## src/rtl/axi_lite_pkg.sv

```systemverilog
// Shared AXI4-Lite definitions: response codes, channel FSM states and the
// byte-strobe merge used when applying partial writes.
package axi_lite_pkg;

    localparam logic [1:0] RESP_OKAY   = 2'b00;
    localparam logic [1:0] RESP_SLVERR = 2'b10;

    typedef enum logic {W_IDLE, W_RESP} wr_state_t;
    typedef enum logic {R_IDLE, R_RESP} rd_state_t;

    function automatic logic [31:0] strb_merge(input logic [31:0] old_val,
                                               input logic [31:0] new_val,
                                               input logic [3:0]  strb);
        logic [31:0] merged;
        for (int i = 0; i < 4; i++)
            merged[i*8 +: 8] = strb[i] ? new_val[i*8 +: 8] : old_val[i*8 +: 8];
        return merged;
    endfunction

endpackage

```

## src/rtl/axi_lite_regfile_if.sv

```systemverilog
// AXI4-Lite bus bundle between an interconnect slave port (master side)
// and a register bank (slave side).
interface axi_lite_regfile_if #(
    parameter int ADDR_WIDTH = 32,
    parameter int DATA_WIDTH = 32
);
    logic [ADDR_WIDTH-1:0]   awaddr;
    logic                    awvalid;
    logic                    awready;
    logic [DATA_WIDTH-1:0]   wdata;
    logic [DATA_WIDTH/8-1:0] wstrb;
    logic                    wvalid;
    logic                    wready;
    logic [1:0]              bresp;
    logic                    bvalid;
    logic                    bready;
    logic [ADDR_WIDTH-1:0]   araddr;
    logic                    arvalid;
    logic                    arready;
    logic [DATA_WIDTH-1:0]   rdata;
    logic [1:0]              rresp;
    logic                    rvalid;
    logic                    rready;

    modport master (
        output awaddr, awvalid, wdata, wstrb, wvalid, bready, araddr, arvalid, rready,
        input  awready, wready, bresp, bvalid, arready, rdata, rresp, rvalid
    );

    modport slave (
        input  awaddr, awvalid, wdata, wstrb, wvalid, bready, araddr, arvalid, rready,
        output awready, wready, bresp, bvalid, arready, rdata, rresp, rvalid
    );
endinterface

```

## src/rtl/axi_lite_regfile.sv

```systemverilog
// AXI4-Lite register bank with byte-strobed writes and registered reads.
// Define AXI_LITE_REGFILE_ERR_RESP_EN to answer out-of-window accesses with SLVERR.
module axi_lite_regfile
    import axi_lite_pkg::*;
#(
    parameter int                    ADDR_WIDTH = 32,
    parameter int                    DATA_WIDTH = 32,
    parameter int                    NUM_REGS   = 4,
    parameter logic [ADDR_WIDTH-1:0] BASE_ADDR  = '0
) (
    input  logic                           aclk,
    input  logic                           areset_n,
    axi_lite_regfile_if.slave              bus,
    output logic [NUM_REGS*DATA_WIDTH-1:0] regs_o,
    output logic [NUM_REGS-1:0]            wr_pulse_o
);

    localparam int IDX_W = (NUM_REGS > 1) ? $clog2(NUM_REGS) : 1;

`ifdef AXI_LITE_REGFILE_ERR_RESP_EN
    localparam logic [1:0] OOR_RESP = RESP_SLVERR;
`else
    localparam logic [1:0] OOR_RESP = RESP_OKAY;
`endif

    function automatic logic addr_in_range(input logic [ADDR_WIDTH-1:0] addr);
        logic [ADDR_WIDTH-1:0] offset;
        offset = addr - BASE_ADDR;
        return (addr >= BASE_ADDR) && ((offset >> 2) < ADDR_WIDTH'(NUM_REGS));
    endfunction

    function automatic logic [IDX_W-1:0] addr_index(input logic [ADDR_WIDTH-1:0] addr);
        logic [ADDR_WIDTH-1:0] offset;
        offset = addr - BASE_ADDR;
        return offset[2 +: IDX_W];
    endfunction

    logic [DATA_WIDTH-1:0] regs [NUM_REGS];
    wr_state_t             w_state, w_next;
    rd_state_t             r_state, r_next;
    logic                  w_hs, r_hs;

    // NOTE: every signal driven here gets a default first, so no path can infer a latch.
    always_comb begin
        w_next = w_state;
        w_hs   = 1'b0;
        case (w_state)
            W_IDLE: begin
                w_hs = bus.awvalid && bus.wvalid;
                if (w_hs) w_next = W_RESP;
            end
            W_RESP:  if (bus.bready) w_next = W_IDLE;
            default: w_next = W_IDLE;
        endcase
    end

    always_comb begin
        r_next = r_state;
        r_hs   = 1'b0;
        case (r_state)
            R_IDLE: begin
                r_hs = bus.arvalid;
                if (r_hs) r_next = R_RESP;
            end
            R_RESP:  if (bus.rready) r_next = R_IDLE;
            default: r_next = R_IDLE;
        endcase
    end

    assign bus.awready = w_hs;
    assign bus.wready  = w_hs;
    assign bus.bvalid  = (w_state == W_RESP);
    assign bus.arready = (r_state == R_IDLE);
    assign bus.rvalid  = (r_state == R_RESP);

    // NOTE: state is updated with non-blocking assignments only, so the read path
    // below always samples the pre-write register value in the same cycle.
    // NOTE: the register array is reset because its contents drive fabric control logic directly.
    always_ff @(posedge aclk or negedge areset_n) begin
        if (!areset_n) begin
            w_state    <= W_IDLE;
            bus.bresp  <= RESP_OKAY;
            wr_pulse_o <= '0;
            for (int k = 0; k < NUM_REGS; k++) regs[k] <= '0;
        end else begin
            w_state    <= w_next;
            wr_pulse_o <= '0;
            if (w_hs) begin
                bus.bresp <= addr_in_range(bus.awaddr) ? RESP_OKAY : OOR_RESP;
                for (int k = 0; k < NUM_REGS; k++) begin
                    if (addr_in_range(bus.awaddr) && addr_index(bus.awaddr) == IDX_W'(k)) begin
                        regs[k]       <= strb_merge(regs[k], bus.wdata, bus.wstrb);
                        wr_pulse_o[k] <= 1'b1;
                    end
                end
            end
        end
    end

    always_ff @(posedge aclk or negedge areset_n) begin
        if (!areset_n) begin
            r_state   <= R_IDLE;
            bus.rdata <= '0;
            bus.rresp <= RESP_OKAY;
        end else begin
            r_state <= r_next;
            if (r_hs) begin
                if (addr_in_range(bus.araddr)) begin
                    bus.rdata <= regs[addr_index(bus.araddr)];
                    bus.rresp <= RESP_OKAY;
                end else begin
                    bus.rdata <= '0;
                    bus.rresp <= OOR_RESP;
                end
            end
        end
    end

    always_comb begin
        regs_o = '0;
        for (int k = 0; k < NUM_REGS; k++) regs_o[k*DATA_WIDTH +: DATA_WIDTH] = regs[k];
    end

endmodule
```

## src/flat_wrapper.sv

```systemverilog
// flat-port wrapper written by rule: the top's interface ports become plain ports
module axi_lite_regfile_flat import axi_lite_pkg::*;
#(
    parameter int                    ADDR_WIDTH = 32,
    parameter int                    DATA_WIDTH = 32,
    parameter int                    NUM_REGS   = 4,
    parameter logic [ADDR_WIDTH-1:0] BASE_ADDR  = '0
)
  (aclk, areset_n, regs_o, wr_pulse_o, bus_awaddr, bus_awvalid, bus_wdata, bus_wstrb, bus_wvalid, bus_bready, bus_araddr, bus_arvalid, bus_rready, bus_awready, bus_wready, bus_bresp, bus_bvalid, bus_arready, bus_rdata, bus_rresp, bus_rvalid);
  axi_lite_regfile_if #(.ADDR_WIDTH(ADDR_WIDTH), .DATA_WIDTH(DATA_WIDTH)) bus_i ();
  input  logic aclk;
  input  logic areset_n;
  output logic [NUM_REGS*DATA_WIDTH-1:0] regs_o;
  output logic [NUM_REGS-1:0] wr_pulse_o;
  input wire logic [$bits(bus_i.awaddr)-1:0] bus_awaddr;
  input wire logic [$bits(bus_i.awvalid)-1:0] bus_awvalid;
  input wire logic [$bits(bus_i.wdata)-1:0] bus_wdata;
  input wire logic [$bits(bus_i.wstrb)-1:0] bus_wstrb;
  input wire logic [$bits(bus_i.wvalid)-1:0] bus_wvalid;
  input wire logic [$bits(bus_i.bready)-1:0] bus_bready;
  input wire logic [$bits(bus_i.araddr)-1:0] bus_araddr;
  input wire logic [$bits(bus_i.arvalid)-1:0] bus_arvalid;
  input wire logic [$bits(bus_i.rready)-1:0] bus_rready;
  output wire logic [$bits(bus_i.awready)-1:0] bus_awready;
  output wire logic [$bits(bus_i.wready)-1:0] bus_wready;
  output wire logic [$bits(bus_i.bresp)-1:0] bus_bresp;
  output wire logic [$bits(bus_i.bvalid)-1:0] bus_bvalid;
  output wire logic [$bits(bus_i.arready)-1:0] bus_arready;
  output wire logic [$bits(bus_i.rdata)-1:0] bus_rdata;
  output wire logic [$bits(bus_i.rresp)-1:0] bus_rresp;
  output wire logic [$bits(bus_i.rvalid)-1:0] bus_rvalid;
  assign bus_i.awaddr = bus_awaddr;
  assign bus_i.awvalid = bus_awvalid;
  assign bus_i.wdata = bus_wdata;
  assign bus_i.wstrb = bus_wstrb;
  assign bus_i.wvalid = bus_wvalid;
  assign bus_i.bready = bus_bready;
  assign bus_i.araddr = bus_araddr;
  assign bus_i.arvalid = bus_arvalid;
  assign bus_i.rready = bus_rready;
  assign bus_awready = bus_i.awready;
  assign bus_wready = bus_i.wready;
  assign bus_bresp = bus_i.bresp;
  assign bus_bvalid = bus_i.bvalid;
  assign bus_arready = bus_i.arready;
  assign bus_rdata = bus_i.rdata;
  assign bus_rresp = bus_i.rresp;
  assign bus_rvalid = bus_i.rvalid;
  axi_lite_regfile #(.ADDR_WIDTH(ADDR_WIDTH), .DATA_WIDTH(DATA_WIDTH), .NUM_REGS(NUM_REGS), .BASE_ADDR(BASE_ADDR)) u_core (.aclk(aclk), .areset_n(areset_n), .bus(bus_i), .regs_o(regs_o), .wr_pulse_o(wr_pulse_o));
endmodule
```

## config.mk

```make
export PLATFORM = sky130hd
export DESIGN_NAME = axi_lite_regfile_flat
export DESIGN_NICKNAME = d
export VERILOG_FILES = /design/src/rtl/axi_lite_pkg.sv /design/src/rtl/axi_lite_regfile_if.sv /design/src/rtl/axi_lite_regfile.sv /design/src/flat_wrapper.sv
export SDC_FILE = /design/constraint.sdc
export NUM_CORES = 1
export LEC_CHECK = 0
export CAP_MARGIN = 20
export CORE_MARGIN = 10
export CORE_UTILIZATION = 48
export CTS_CLUSTER_DIAMETER = 100
export CTS_CLUSTER_SIZE = 14
export DETAILED_ROUTE_END_ITERATION = 16
export PLACE_DENSITY = 0.86
export SKIP_LAST_GASP = 1
export SYNTH_ARGS = -nofsm -noshare
export SYNTH_HDL_FRONTEND = slang
export SYNTH_SLANG_ARGS = --single-unit
```

## constraint.sdc

```tcl
create_clock -name aclk -period 5.2 [get_ports aclk]
set_input_delay 0.52 -clock aclk [delete_from_list [all_inputs] [get_ports aclk]]
set_output_delay 0.52 -clock aclk [all_outputs]
set_load 0.005 [all_outputs]
```

==> qor.txt, run 1 <==
vias in the first global route: 5773
HPWL after DPL: 16650 microns
cell area after synthesis: 7352 sq um
critical path's slowest cell: nor4_4
wire length per cell: 23.17 microns
CP Cell Sequence: clkdlybuf4s50_1, nor4_1, nand4_2, nor4_4, mux2_2
maximum root-to-sink buffer count: 2
slowest stage delay, CP: 0.94 ns
first-pass detailed-route iteration total: 4
layout cells sized above 1: 27.96%
final setup fails: 0
Top Family by Delay on Critical Path: simple AND/OR/NAND/NOR gates
Synth Instances: 502
Hold WC Path Type: reg -> reg
routability cong.: 0.8677
CP Class: in -> reg
startpoint types: primary input
LEAKAGE: 4.754 nW
Slew Limit Fails: 0
Arrival @ worst endpoint: 3.76 ns
Initial Util: 48.72%
Fin. Hold Viols: 0
max_cap viols: 0
Worst Reg-to-Reg Cells: 4
final wirelength: 22750 microns
R2R Path Start: u_core.bus.bvalid
RSZ-0062 raised after global routing: false
Area Growth Syn to Fin: 47.70%
I/O Buffers: 271
placed cells: 950
Global Route Usage Sum: 21.99%
fin crit period: 3.454 ns
commonest non-fill, non-tap cell in the layout: clkdlybuf4s50_1
most frequent cells in the layout: clkdlybuf4s50_1, dfrtp_1, mux2_2, inv_1, nand2_1
cell area power density: 247.6 nW/um^2
max frequency: 0.2895 GHz
Pwr Total: 2.688 mW
min-delay src: u_core.bus.rdata[29]
WHS: 0.4792 ns
Post-DP Area: 10260 sq um
Die H: 143.8 microns
Synthesis Warnings: 0
WP buf/inv: 1
CTS tree: built
site row count: 45
Nets: 890
clock sinks: 166
reg2reg setup slack: 2.29 ns
VDD IR-drop max: 0.0001967 V
DRT iter0 DRCs: 202
hold worst-path end: u_core.bus.rdata[29]
clock slew at reported path FFs: 0.06 ns
clk_lat worst skew: 0.43 ns
worst-path fanout max: 17
# DRC: 0
vias post-DR: 5365
fin crit share: 66.42%
register area share after synthesis: 56.50%
syn_area_per_cell: 14.65 sq um
Overflow after GRT: 0
outcome: complete, no violations
CTS buffer count: 17
Post-DRT Antenna Nets: 0
chip width: 143.8 microns
Root Driver: clkbuf_16
Worst setup EP type: register
Placement Setup Slack: 1.281 ns
number of synthesized register bits: 166
initial antenna violation count: 1
synth unique cells: 23
Slew @ Worst Pin: 0.9848 ns
Required @ worst endpoint: 5.50 ns
Die Footprint: 20670 sq um
fin area: 10860 sq um
Layout Utilization: 71.97%
total core area: 15090 sq um
via density per instance: 5.463
Final Non-Filler Cells: 982
Max-slew headroom: 34.35%
first-pass GRT wire length: 34180 microns
Final TNS setup: 0 ns
Reg-to-Reg End: u_core.regs_o[60]
H-tree depth: 4
largest net degree at the start of global routing: 115
setup ws final: 1.746 ns
hold path depth: 2
ant diodes: 0
Ports: 280
worst clock skew: 0.01137 ns
## logic make-up after synthesis
logic type             synth area share (%)
DFF                                   56.50
muxes                                 29.41
and+or+nand+nor                       8.067
buffers and inverters                 3.625
AOI/OAI and AO/OA                     2.349
other                               0.05101
## synth_stat cells
cell type,count,area (sq um)
nand4_2,2,25.02
dfrtp_1,166,4154
nor4_2,7,87.58
buf_1,3,11.26
or2_2,2,12.51
nor2_1,4,15.01
buf_6,1,11.26
and3b_1,1,8.760
mux4_2,32,720.7
nand4b_1,1,8.760
o21ai_0,33,165.2
clkbuf_1,11,41.29
inv_1,38,142.6
mux2_2,128,1441
conb_1,1,3.750
a21o_1,1,7.510
nor4_1,14,87.58
buf_4,6,45.04
buf_2,3,15.01
nor4_4,9,191.4
or3_1,1,6.260
nand2_1,35,131.4
nand2b_1,3,18.77
## timing repair
item | 4_1_cts | 5_1_grt
hold endpoints to repair | 0 | 33
resized for setup | 0 | 0
hold buffers | 0 | 1
setup buffers | 0 | 0
## worst max-delay path by stage
stage / from / to / slack, ns / depth (start not counted)
2_1_floorplan: bus_awaddr[26] / u_core.regs_o[0] / 2.86 / 5
3_3_place_gp: bus_awaddr[31] / u_core.regs_o[58] / 1.37 / 5
3_5_place_dp: bus_awaddr[31] / u_core.regs_o[92] / 1.28 / 5
4_1_cts: bus_awaddr[31] / u_core.regs_o[92] / 1.73 / 5
5_1_grt: bus_awaddr[31] / u_core.regs_o[95] / 1.52 / 5
6_report: bus_awaddr[31] / u_core.regs_o[60] / 1.75 / 5
## layer usage
layer	track usage, %	wire (microns)
met2	38.19	11830
met3	9.736	2254
met5	0	0
met4	6.179	327
met1	23.79	8339
## worst reg2reg max path, cell delays in order, from the launching register on
cell	delay, ns
dfrtp_1	0.39
and3b_1	0.30
nand4_2	0.72
nor4_4	0.96
mux2_2	0.42
## state kept, by name, indices dropped and copies added (netlist names)
name and count:
u_core.regs_o 128, u_core.bus.bvalid 1, u_core.bus.rdata 32, u_core.wr_pulse_o 4, u_core.bus.rvalid 1
## report_power, final
group          switching [mW]  leakage [nW]  internal, mW
registers             0.00143          2.32          1.29
logic                  0.0880          2.17        0.0917
clock network           0.488         0.268         0.725
## cell type report
cell class	instances	area, sq um
Fill cell	968	4230
Sequential cell	166	4154
Multi-Input combinational cell	277	2945
Timing Repair Buffer	283	2816
Clock buffer	22	464.2
Tap cell	188	235.2
Inverter	38	142.6
Clock inverter	8	101.3
(Power assumes the default switching activity.)
==> run 2, diff against run 1 <==
--- a/config.mk
+++ b/config.mk
@@ -7,11 +7,11 @@
 export LEC_CHECK = 0
 export CAP_MARGIN = 20
 export CORE_MARGIN = 10
-export CORE_UTILIZATION = 48
+export CORE_UTILIZATION = 40
 export CTS_CLUSTER_DIAMETER = 100
 export CTS_CLUSTER_SIZE = 14
 export DETAILED_ROUTE_END_ITERATION = 16
-export PLACE_DENSITY = 0.86
+export PLACE_DENSITY = 0.77
 export SKIP_LAST_GASP = 1
 export SYNTH_ARGS = -nofsm -noshare
 export SYNTH_HDL_FRONTEND = slang
==> constraint.sdc (replaced) <==
create_clock -name aclk -period 2.88 [get_ports aclk]
set_input_delay 0.288 -clock aclk [delete_from_list [all_inputs] [get_ports aclk]]
set_output_delay 0.288 -clock aclk [all_outputs]
set_load 0.005 [all_outputs]
==> run 2 against run 1 <==
Power increased by 81%. Hold slack got worse by 0.052 ns. Utilization decreased by 11 points. Critical path type is now reg -> reg. Flip-flop and latch count unchanged. Via count decreased by 0.99%.
==> qor.txt, run 2 (synthesized netlist as in run 1, its figures left out) <==
crit path capture: u_core.regs_o[0] (was u_core.regs_o[60])
wire length per cell: 22.16 microns (was 23.17 microns)
first-pass detailed-route iteration total: 6 (was 4)
Arrival @ worst endpoint: 2.48 ns (was 3.76 ns)
Worst setup EP type: register (unchanged)
initial antenna violation count: 0 (was 1)
vias post-DR: 5312 (was 5365)
Area Growth Syn to Fin: 50.60% (was 47.70%)
VDD IR-drop max: 0.0003827 V (was 0.0001967 V)
worst clock skew: 0.007460 ns (was 0.01137 ns)
clock slew at reported path FFs: 0.07 ns (was 0.06 ns)
Max-slew headroom: 32.96% (was 34.35%)
Initial Util: 40.79% (was 48.72%)
most frequent cells in the layout: clkdlybuf4s50_1, dfrtp_1, mux2_2, inv_1, nand2_1 (unchanged)
worst-path fanout max: 17 (unchanged)
maximum root-to-sink buffer count: 2 (unchanged)
DRT iter0 DRCs: 111 (was 202)
Die Footprint: 24200 sq um (was 20670 sq um)
HPWL after DPL: 17290 microns (was 16650 microns)
CTS buffer count: 17 (unchanged)
max_cap viols: 0 (unchanged)
clk_lat worst skew: 0.42 ns (was 0.43 ns)
Required @ worst endpoint: 3.17 ns (was 5.50 ns)
Clk pwr share: 45.1% (about the same)
chip width: 155.6 microns (was 143.8 microns)
Sw Share: 23.25% (was 21.47%)
Post-DRT Antenna Nets: 0 (unchanged)
Overflow after GRT: 0 (unchanged)
clock sinks: 166 (unchanged)
Reg-to-Reg End: u_core.regs_o[0] (was u_core.regs_o[60])
cell area power density: 438.4 nW/um^2 (was 247.6 nW/um^2)
Slew @ Worst Pin: 1.006 ns (was 0.9848 ns)
outcome: complete, no violations (unchanged)
# DRC: 0 (unchanged)
Root Driver: clkbuf_16 (unchanged)
Hold WC Path Type: in -> async (was reg -> reg)
max frequency: 0.4579 GHz
vias in the first global route: 6058 (was 5773)
Slew Limit Fails: 0 (unchanged)
Global Route Usage Sum: 19.04% (was 21.99%)
R2R Path Start: u_core.bus.bvalid (unchanged)
final setup fails: 0 (unchanged)
fin crit period: 2.184 ns
Final TNS setup: 0 ns (unchanged)
CTS tree: built (unchanged)
first-pass GRT wire length: 35890 microns (was 34180 microns)
LEAKAGE: 4.862 nW (was 4.754 nW)
site row count: 49 (was 45)
Ports: 280 (unchanged)
max FFs per register: 128 (unchanged)
Worst Reg-to-Reg Cells: 6 (was 4)
commonest non-fill, non-tap cell in the layout: clkdlybuf4s50_1 (unchanged)
part of the power in registers: 48.2% (about the same)
Final Non-Filler Cells: 1046 (was 982)
routability cong.: 0.8057 (was 0.8677)
via density per instance: 5.078 (was 5.463)
Fin. Hold Viols: 0 (unchanged)
CP startpoint: u_core.bus.bvalid (was bus_awaddr[31])
CP Class: reg -> reg (was in -> reg)
H-tree depth: 4 (unchanged)
Internal: 3.725 mW (was 2.111 mW)
final wirelength: 23180 microns (was 22750 microns)
I/O Buffers: 271 (unchanged)
RSZ-0062 raised after global routing: false (unchanged)
layout cells sized above 1: 30.23% (was 27.96%)
reg2reg setup slack: 0.70 ns (was 2.29 ns)
total core area: 18020 sq um (was 15090 sq um)
Die H: 155.6 microns (was 143.8 microns)
Gate power share: 6.8% (was 6.7%)
fin crit share: 75.82%
post-CTS setup buffers: 0 (unchanged)
switching power: 1.129 mW (was 0.5773 mW)
largest net degree at the start of global routing: 66 (was 115)
Nets: 911 (was 890)
startpoint types: register (was primary input)
ant diodes: 0 (unchanged)
placed cells: 1013 (was 950)
[run 2: what timing repair did]
item / CTS / global route
resized for setup: 0 / 0
hold buffers: 1 / 0
hold endpoints to repair: 62 / 0
[run 2: worst min-delay path by stage]
stage | depth (start not counted) | startpoint | end
floorplan | 0 | areset_n | u_core.bus.bvalid
global placement | 1 | areset_n | u_core.bus.rdata[5]
detailed placement | 1 | areset_n | u_core.bus.rdata[5]
CTS | 2 | areset_n | u_core.bus.rdata[5]
global route | 2 | bus_rready | u_core.bus.rvalid
finish | 2 | areset_n | u_core.bus.rdata[5]
[run 2: cell type report]
| class | count | area, sq um |
|---|---|---|
| Sequential cell | 166 | 4154 |
| Fill cell | 1389 | 6953 |
| Inverter | 38 | 142.6 |
| Multi-Input combinational cell | 277 | 2945 |
| Tap cell | 229 | 286.5 |
| Clock buffer | 19 | 442.9 |
| Clock inverter | 13 | 121.4 |
| Timing Repair Buffer | 304 | 2979 |
[run 2: per-layer routing]
metal  share of wire, %  GRT usage [%]  up-vias
met2                 53          33.94      184
met3                8.3          7.389       18
met1                 38          21.03     2697
li1                   -              -     2413
met4               0.94          4.055        0
met5                  0              0        -
[run 2: critical path: stages, from the launching register on]
cell and delay, ns:
dfrtp_1 0.39, and3b_1 0.32, nand4_2 0.15, buf_12 0.21
nor4_4 0.42, buf_4 0.22, mux2_2 0.33
[run 2: power groups by stage]
stage | combinational, mW | sequential (mW) | clock [mW]
after floorplan | 0.0827 | 2.38 | 0
after global placement | 0.326 | 2.38 | 0
after detailed placement | 0.333 | 2.38 | 0
after CTS | 0.335 | 2.34 | 2.22
after global routing | 0.356 | 2.34 | 2.34
final | 0.329 | 2.34 | 2.19
[run 2: per-stage QoR]
stage / area (sq um) / total power [mW] / hold slack [ns] / setup slack [ns] / utilization [%]
final: 11070 / 4.854 / 0.4269 / 0.6963 / 61.43
after global routing: 11070 / 5.035 / 0.4646 / 0.6096 / 61.43
after CTS: 11070 / 4.895 / 0.4382 / 0.6941 / 61.43
after detailed placement: 10500 / 2.714 / 0.3241 / 0.3155 / 58.24
after global placement: 10500 / 2.707 / 0.3162 / 0.3346 / 58.24
after floorplan: 7363 / 2.465 / -0.007591 / 0.7435 / -
